$ cat src/rtl/mm_stream_reader.sv
// rtl/mm_stream_reader.sv - RAM-to-AXI4-Stream reader with 2-entry skid FIFO; READER_LOOP_EN adds multi-pass looping
module mm_stream_reader #(
    parameter int ADDR_W = 12,
    parameter int DATA_W = 32
) (
    input  logic              aclk,
    input  logic              aresetn,
    input  logic              start,
    input  logic [ADDR_W-1:0] len,
`ifdef READER_LOOP_EN
    input  logic              loop,
`endif
    output logic              busy,
    output logic              done,
    output logic              mem_en,
    output logic [ADDR_W-1:0] mem_addr,
    input  logic [DATA_W-1:0] mem_rdata,
    output logic [DATA_W-1:0] m_axis_tdata,
    output logic              m_axis_tvalid,
    input  logic              m_axis_tready,
    output logic              m_axis_tlast
);
    localparam logic [1:0] ST_IDLE  = 2'd0;
    localparam logic [1:0] ST_RUN   = 2'd1;
    localparam logic [1:0] ST_DRAIN = 2'd2;
    localparam logic [ADDR_W-1:0] ONE = {{(ADDR_W-1){1'b0}}, 1'b1};

    logic [1:0]        state_q, state_d;
    logic [ADDR_W-1:0] len_q, len_d;
    logic [ADDR_W-1:0] rd_addr_q, rd_addr_d;
    logic              inflight_q, inflight_d;
    logic              inflight_last_q, inflight_last_d;
    logic [DATA_W-1:0] buf_data_q [2];
    logic [DATA_W-1:0] buf_data_d [2];
    logic [1:0]        buf_last_q, buf_last_d;
    logic              rd_ptr_q, rd_ptr_d;
    logic              wr_ptr_q, wr_ptr_d;
    logic [1:0]        count_q, count_d;
    logic              done_q, done_d;

    logic              loop_w;
    logic              push;
    logic              pop;
    logic              head_last;
    logic              issue;
    logic              last_issue;
    logic [ADDR_W-1:0] last_addr;
    logic [2:0]        occ;

`ifdef READER_LOOP_EN
    assign loop_w = loop;
`else
    assign loop_w = 1'b0;
`endif

    assign m_axis_tvalid = (count_q != 2'd0);
    assign m_axis_tdata  = buf_data_q[rd_ptr_q];
    assign m_axis_tlast  = m_axis_tvalid & buf_last_q[rd_ptr_q];
    assign busy          = (state_q != ST_IDLE);
    assign done          = done_q;
    assign mem_en        = issue;
    assign mem_addr      = rd_addr_q;

    always_comb begin
        push      = inflight_q;
        pop       = m_axis_tvalid & m_axis_tready;
        head_last = buf_last_q[rd_ptr_q];
        // Slots that will be committed after this cycle: what survives the pop plus the word in flight.
        occ       = {1'b0, count_q} - {2'b00, pop} + {2'b00, inflight_q};
        last_addr = (state_q == ST_IDLE) ? (len - ONE) : (len_q - ONE);

        state_d         = state_q;
        len_d           = len_q;
        rd_addr_d       = rd_addr_q;
        done_d          = 1'b0;
        issue           = 1'b0;
        buf_data_d      = buf_data_q;
        buf_last_d      = buf_last_q;
        rd_ptr_d        = rd_ptr_q;
        wr_ptr_d        = wr_ptr_q;
        count_d         = count_q;

        case (state_q)
            ST_IDLE: begin
                // Address 0 is read in the accept cycle so the first beat lands two cycles later.
                if (start) begin
                    if (len == '0) begin
                        done_d = 1'b1;
                    end else begin
                        issue = 1'b1;
                        len_d = len;
                    end
                end
            end
            ST_RUN: begin
                issue = (occ < 3'd2);
            end
            ST_DRAIN: begin
                if (pop && head_last && (count_q == 2'd1) && !inflight_q) begin
                    state_d = ST_IDLE;
                end
            end
            default: begin
                state_d = ST_IDLE;
            end
        endcase

        last_issue = issue && (rd_addr_q == last_addr);
        if (issue) begin
            if (last_issue) begin
                rd_addr_d = '0;
                state_d   = loop_w ? ST_RUN : ST_DRAIN;
            end else begin
                rd_addr_d = rd_addr_q + ONE;
                state_d   = ST_RUN;
            end
        end

        if (pop && head_last) begin
            done_d = 1'b1;
        end

        inflight_d      = issue;
        inflight_last_d = last_issue;

        if (push) begin
            buf_data_d[wr_ptr_q] = mem_rdata;
            buf_last_d[wr_ptr_q] = inflight_last_q;
            wr_ptr_d             = ~wr_ptr_q;
        end
        if (pop) begin
            rd_ptr_d = ~rd_ptr_q;
        end
        case ({push, pop})
            2'b10:   count_d = count_q + 2'd1;
            2'b01:   count_d = count_q - 2'd1;
            default: count_d = count_q;
        endcase
    end

    always_ff @(posedge aclk or negedge aresetn) begin
        if (!aresetn) begin
            state_q         <= ST_IDLE;
            len_q           <= '0;
            rd_addr_q       <= '0;
            inflight_q      <= 1'b0;
            inflight_last_q <= 1'b0;
            buf_data_q      <= '{default: '0};
            buf_last_q      <= '0;
            rd_ptr_q        <= 1'b0;
            wr_ptr_q        <= 1'b0;
            count_q         <= '0;
            done_q          <= 1'b0;
        end else begin
            state_q         <= state_d;
            len_q           <= len_d;
            rd_addr_q       <= rd_addr_d;
            inflight_q      <= inflight_d;
            inflight_last_q <= inflight_last_d;
            buf_data_q      <= buf_data_d;
            buf_last_q      <= buf_last_d;
            rd_ptr_q        <= rd_ptr_d;
            wr_ptr_q        <= wr_ptr_d;
            count_q         <= count_d;
            done_q          <= done_d;
        end
    end

endmodule

$ cat config.mk
export PLATFORM = sky130hd
export DESIGN_NAME = mm_stream_reader
export DESIGN_NICKNAME = d
export VERILOG_FILES = /design/src/rtl/mm_stream_reader.sv
export SDC_FILE = /design/constraint.sdc
export NUM_CORES = 1
export LEC_CHECK = 0
export BUFFER_PORTS_ARGS = -buffer_cell sky130_fd_sc_hd__buf_2
export CELL_PAD_IN_SITES_DETAIL_PLACEMENT = 0
export CELL_PAD_IN_SITES_GLOBAL_PLACEMENT = 1
export CORE_ASPECT_RATIO = 0.6
export CORE_MARGIN = 8
export CORE_UTILIZATION = 30
export CTS_CLUSTER_DIAMETER = 40
export DETAILED_ROUTE_END_ITERATION = 16
export PLACE_DENSITY_LB_ADDON = 0.3
export RECOVER_POWER = 100
export SETUP_SLACK_MARGIN = 0.2
export SYNTH_ARGS = -nofsm -noshare
export SYNTH_HDL_FRONTEND = slang
export SYNTH_SLANG_ARGS = --single-unit
export TNS_END_PERCENT = 20
$ cat constraint.sdc
create_clock -name aclk -period 7.3 [get_ports aclk]
set_input_delay 1.46 -clock aclk [delete_from_list [all_inputs] [get_ports aclk]]
set_output_delay 1.46 -clock aclk [all_outputs]
set_load 0.05 [all_outputs]
==> flow_summary.yaml <==
status:
  outcome: "finished with violations"
  violations: "capacitance limit, slew limit"
synth:
  syn_area_per_cell_um2: 12.3
  ys_ff_latch: 99
  synth_flop_cell: "dfrtp_1"
  ys_top_cells_by_area: "dfrtp_1, mux2_2, xnor2_1"
  syn-num-nets: 469
  yosys.area.top_type: "dfrtp_1"
  synthArstFlopShare: 1.00
  syn-cell-area_mm2: 0.00510
  ys_seq_area_frac: 0.485
  synth_edf_count: 0
  synthCells: 416
  ys_warn_count: 0
  yosysTopAreaCellShare: 0.485
  synth_cell_types: 52
drt:
  firstDrtPassIters: 4
  wl_per_cell_um: 17.0
  viasPerCell: 4.80
  dr.first_iter.drc_count: 130
  ant_nets: 0
  route.detailed.drc: 0
  vias: 3582
  drt-total-wl_um: 12700
placement:
  io_buffers: 96
  dpl.hpwl_um: 9330
  gp_congestion: 0.822
  post-place-ws_ns: 2.04
cts:
  post-cts-setup-buffers: 0
  cts_buffers: 9
  cts_resized: 0
  htreeDepth: 3
  clk_pin_slew_ns: 0.08
  root_buffer: "clkbuf_16"
  ctsLongestPathBuffers: 2
  clock_sinks: 99
  clkLatencyLatePin_ns: 0.36
  cts_tree: "built"
  ctsHoldBuffers: 0
worst_setup_path:
  cp.depth: 10
  max_stage_delay_ns: 0.51
  path_buf_inv: 3
  path_cells: "buf_2 > nand2_1 > xnor2_1 > nand2b_1 > fa_1 > xnor2_1 > nand3_1 > a21o_1 > inv_1 > clkbuf_1"
  crit_path_start_kind: "input pin"
  path_max_fanout: 21
  path_delay_family: "buffers and inverters"
  reg2reg_depth: 2
  worst_ep_arrival_time_ns: 3.99
  crit_top_cell: "xnor2_1"
  end_kind: "output pin"
  crit_type: "in2out"
  slowest_stage: "clkbuf_1"
  required_ns: 5.84
die:
  core_mm2: 0.0169
  die-area_mm2: 0.0216
  die_h_um: 117
  io_pins: 97
  row_count: 37
  dieWidth_um: 184
  start_util: 0.302
sta:
  hold_viol_final: 0
  rsz0062_at_grt: "false"
  clock_skew_ns: 0.0130
  tns_ns: 0
  fin_crit_ns: 5.45
  fin_crit_sh: 0.747
  layout_setup_ws_ns: 1.85
  fmax_mhz: 183
  slew_headroom: -1.17
  hold_slack_ns: 0.500
  setup_viol: 0
  drv_slew: 115
  worstMarginPinSlew_ns: 3.25
hold_path:
  hp-class: "reg2reg"
  whs_path_depth: 1
finish:
  drive_gt1_frac: 0.354
  syn2layout_area_growth_pct: 18.1
  fin_nets: 560
  nFillCells: 1706
  diodes: 0
grt:
  grt_overflow: 0
  grt_use_total: 0.121
  grt_pass1_wl_um: 20100
  antenna_found_initial: 0
  grt_max_degree: 55
  grt_pass1_vias: 3695
run:
  cap_viol_max_count: 3
==> state kept, by name, summed over array words and instances (netlist names) <==
name and cells:
inflight_q 1, inflight_last_q 1, buf_last_q 2, state_q 2
buf_data_q 64, wr_ptr_q 1, len_q 12, count_q 2
done 1, mem_addr 12, rd_ptr_q 1
==> cell usage in the layout, fill, tap and decap left out, types with 2 or more instances in the layout <==
cell / count
a21o_1: 2
a21oi_1: 16
and3_1: 4
buf_2: 49
clkbuf_1: 50
clkbuf_16: 9
clkinv_8: 2
dfrtp_1: 99
ha_1: 4
inv_1: 15
inv_8: 4
mux2_1: 7
mux2_2: 104
mux2_4: 2
mux2i_1: 11
nand2_1: 18
nand3_1: 10
nand4_1: 4
nand4b_1: 2
nor2_1: 8
nor2b_1: 4
nor3_1: 10
nor3b_1: 2
o21a_1: 5
o21ai_0: 16
o22ai_1: 4
o31ai_1: 3
or3_1: 2
or4_1: 5
xnor2_1: 14
xor2_1: 4
==> routing by layer <==
layer	GRT usage	up-vias	share of wire
li1	-	1685	-
met1	0.169	1808	0.49
met2	0.178	81	0.44
met3	0.0361	8	0.062
met4	0.0348	0	0.010
met5	0	-	0
==> metrics by stage <==
step                      cell area (um2)  instances  utilization
after floorplan                      5100        416            -
after global placement               5800        730        0.344
after detailed placement             5800        730        0.344
after CTS                            6120        746        0.362
after global routing                 6030        746        0.357
final                                6030        746        0.357
==> path summary, 6_finish.rpt <==
kind / startpoint / endpoint / slack [ns]
max: m_axis_tready / mem_en / 1.85
min in group asynchronous: aresetn / mem_addr[3] / 1.92
min: wr_ptr_q / wr_ptr_q / 0.50
max in group asynchronous: aresetn / buf_data_q[39] / 3.57
min reg2reg: wr_ptr_q / wr_ptr_q / 0.50
max reg2reg: inflight_q / buf_data_q[63] / 3.70
==> synth_stat cells (2+ instances only) <==
cell type,instances
a21o_1,2
a21oi_1,16
and2_1,2
and3_1,4
buf_1,4
buf_6,3
clkbuf_1,12
dfrtp_1,99
ha_1,4
inv_1,15
mux2_2,111
mux2_4,2
mux2i_1,10
nand2_1,18
nand3_1,10
nand4_1,4
nand4b_1,2
nor2_1,8
nor2b_1,4
nor3_1,10
nor3b_1,2
o21a_1,5
o21ai_0,15
o22ai_1,3
o31ai_1,3
or3_1,2
or4_1,5
xnor2_1,14
xor2_1,4
==> worst register-to-register path, cell delays in order, from the launching register on <==
cell and delay [ns]:
dfrtp_1 0.52, nor2b_1 2.45, mux2_2 0.51
==> cell type report <==
cell class                      count  area (um2)  area share
Sequential cell                    99        2480       0.411
Inverter                           16        62.6      0.0104
Clock buffer                        9         225      0.0374
Multi-Input combinational cell    281        2440       0.404
Tap cell                          234         293      0.0486
Clock inverter                      7        93.8      0.0156
Timing Repair Buffer              100         440      0.0730
==> cells by family after synthesis <==
kind of cell / Yosys count / share of synthesized area
xor+xnor: 18 / 0.0309
simple gates: 80 / 0.0907
mux: 125 / 0.277
flops: 99 / 0.485
buf+inv: 36 / 0.0346
compound gates: 53 / 0.0674
fa+ha+maj: 5 / 0.0137
Power is not shown: default switching activity piles up to over one toggle a cycle in this logic, so the estimate is an artifact.
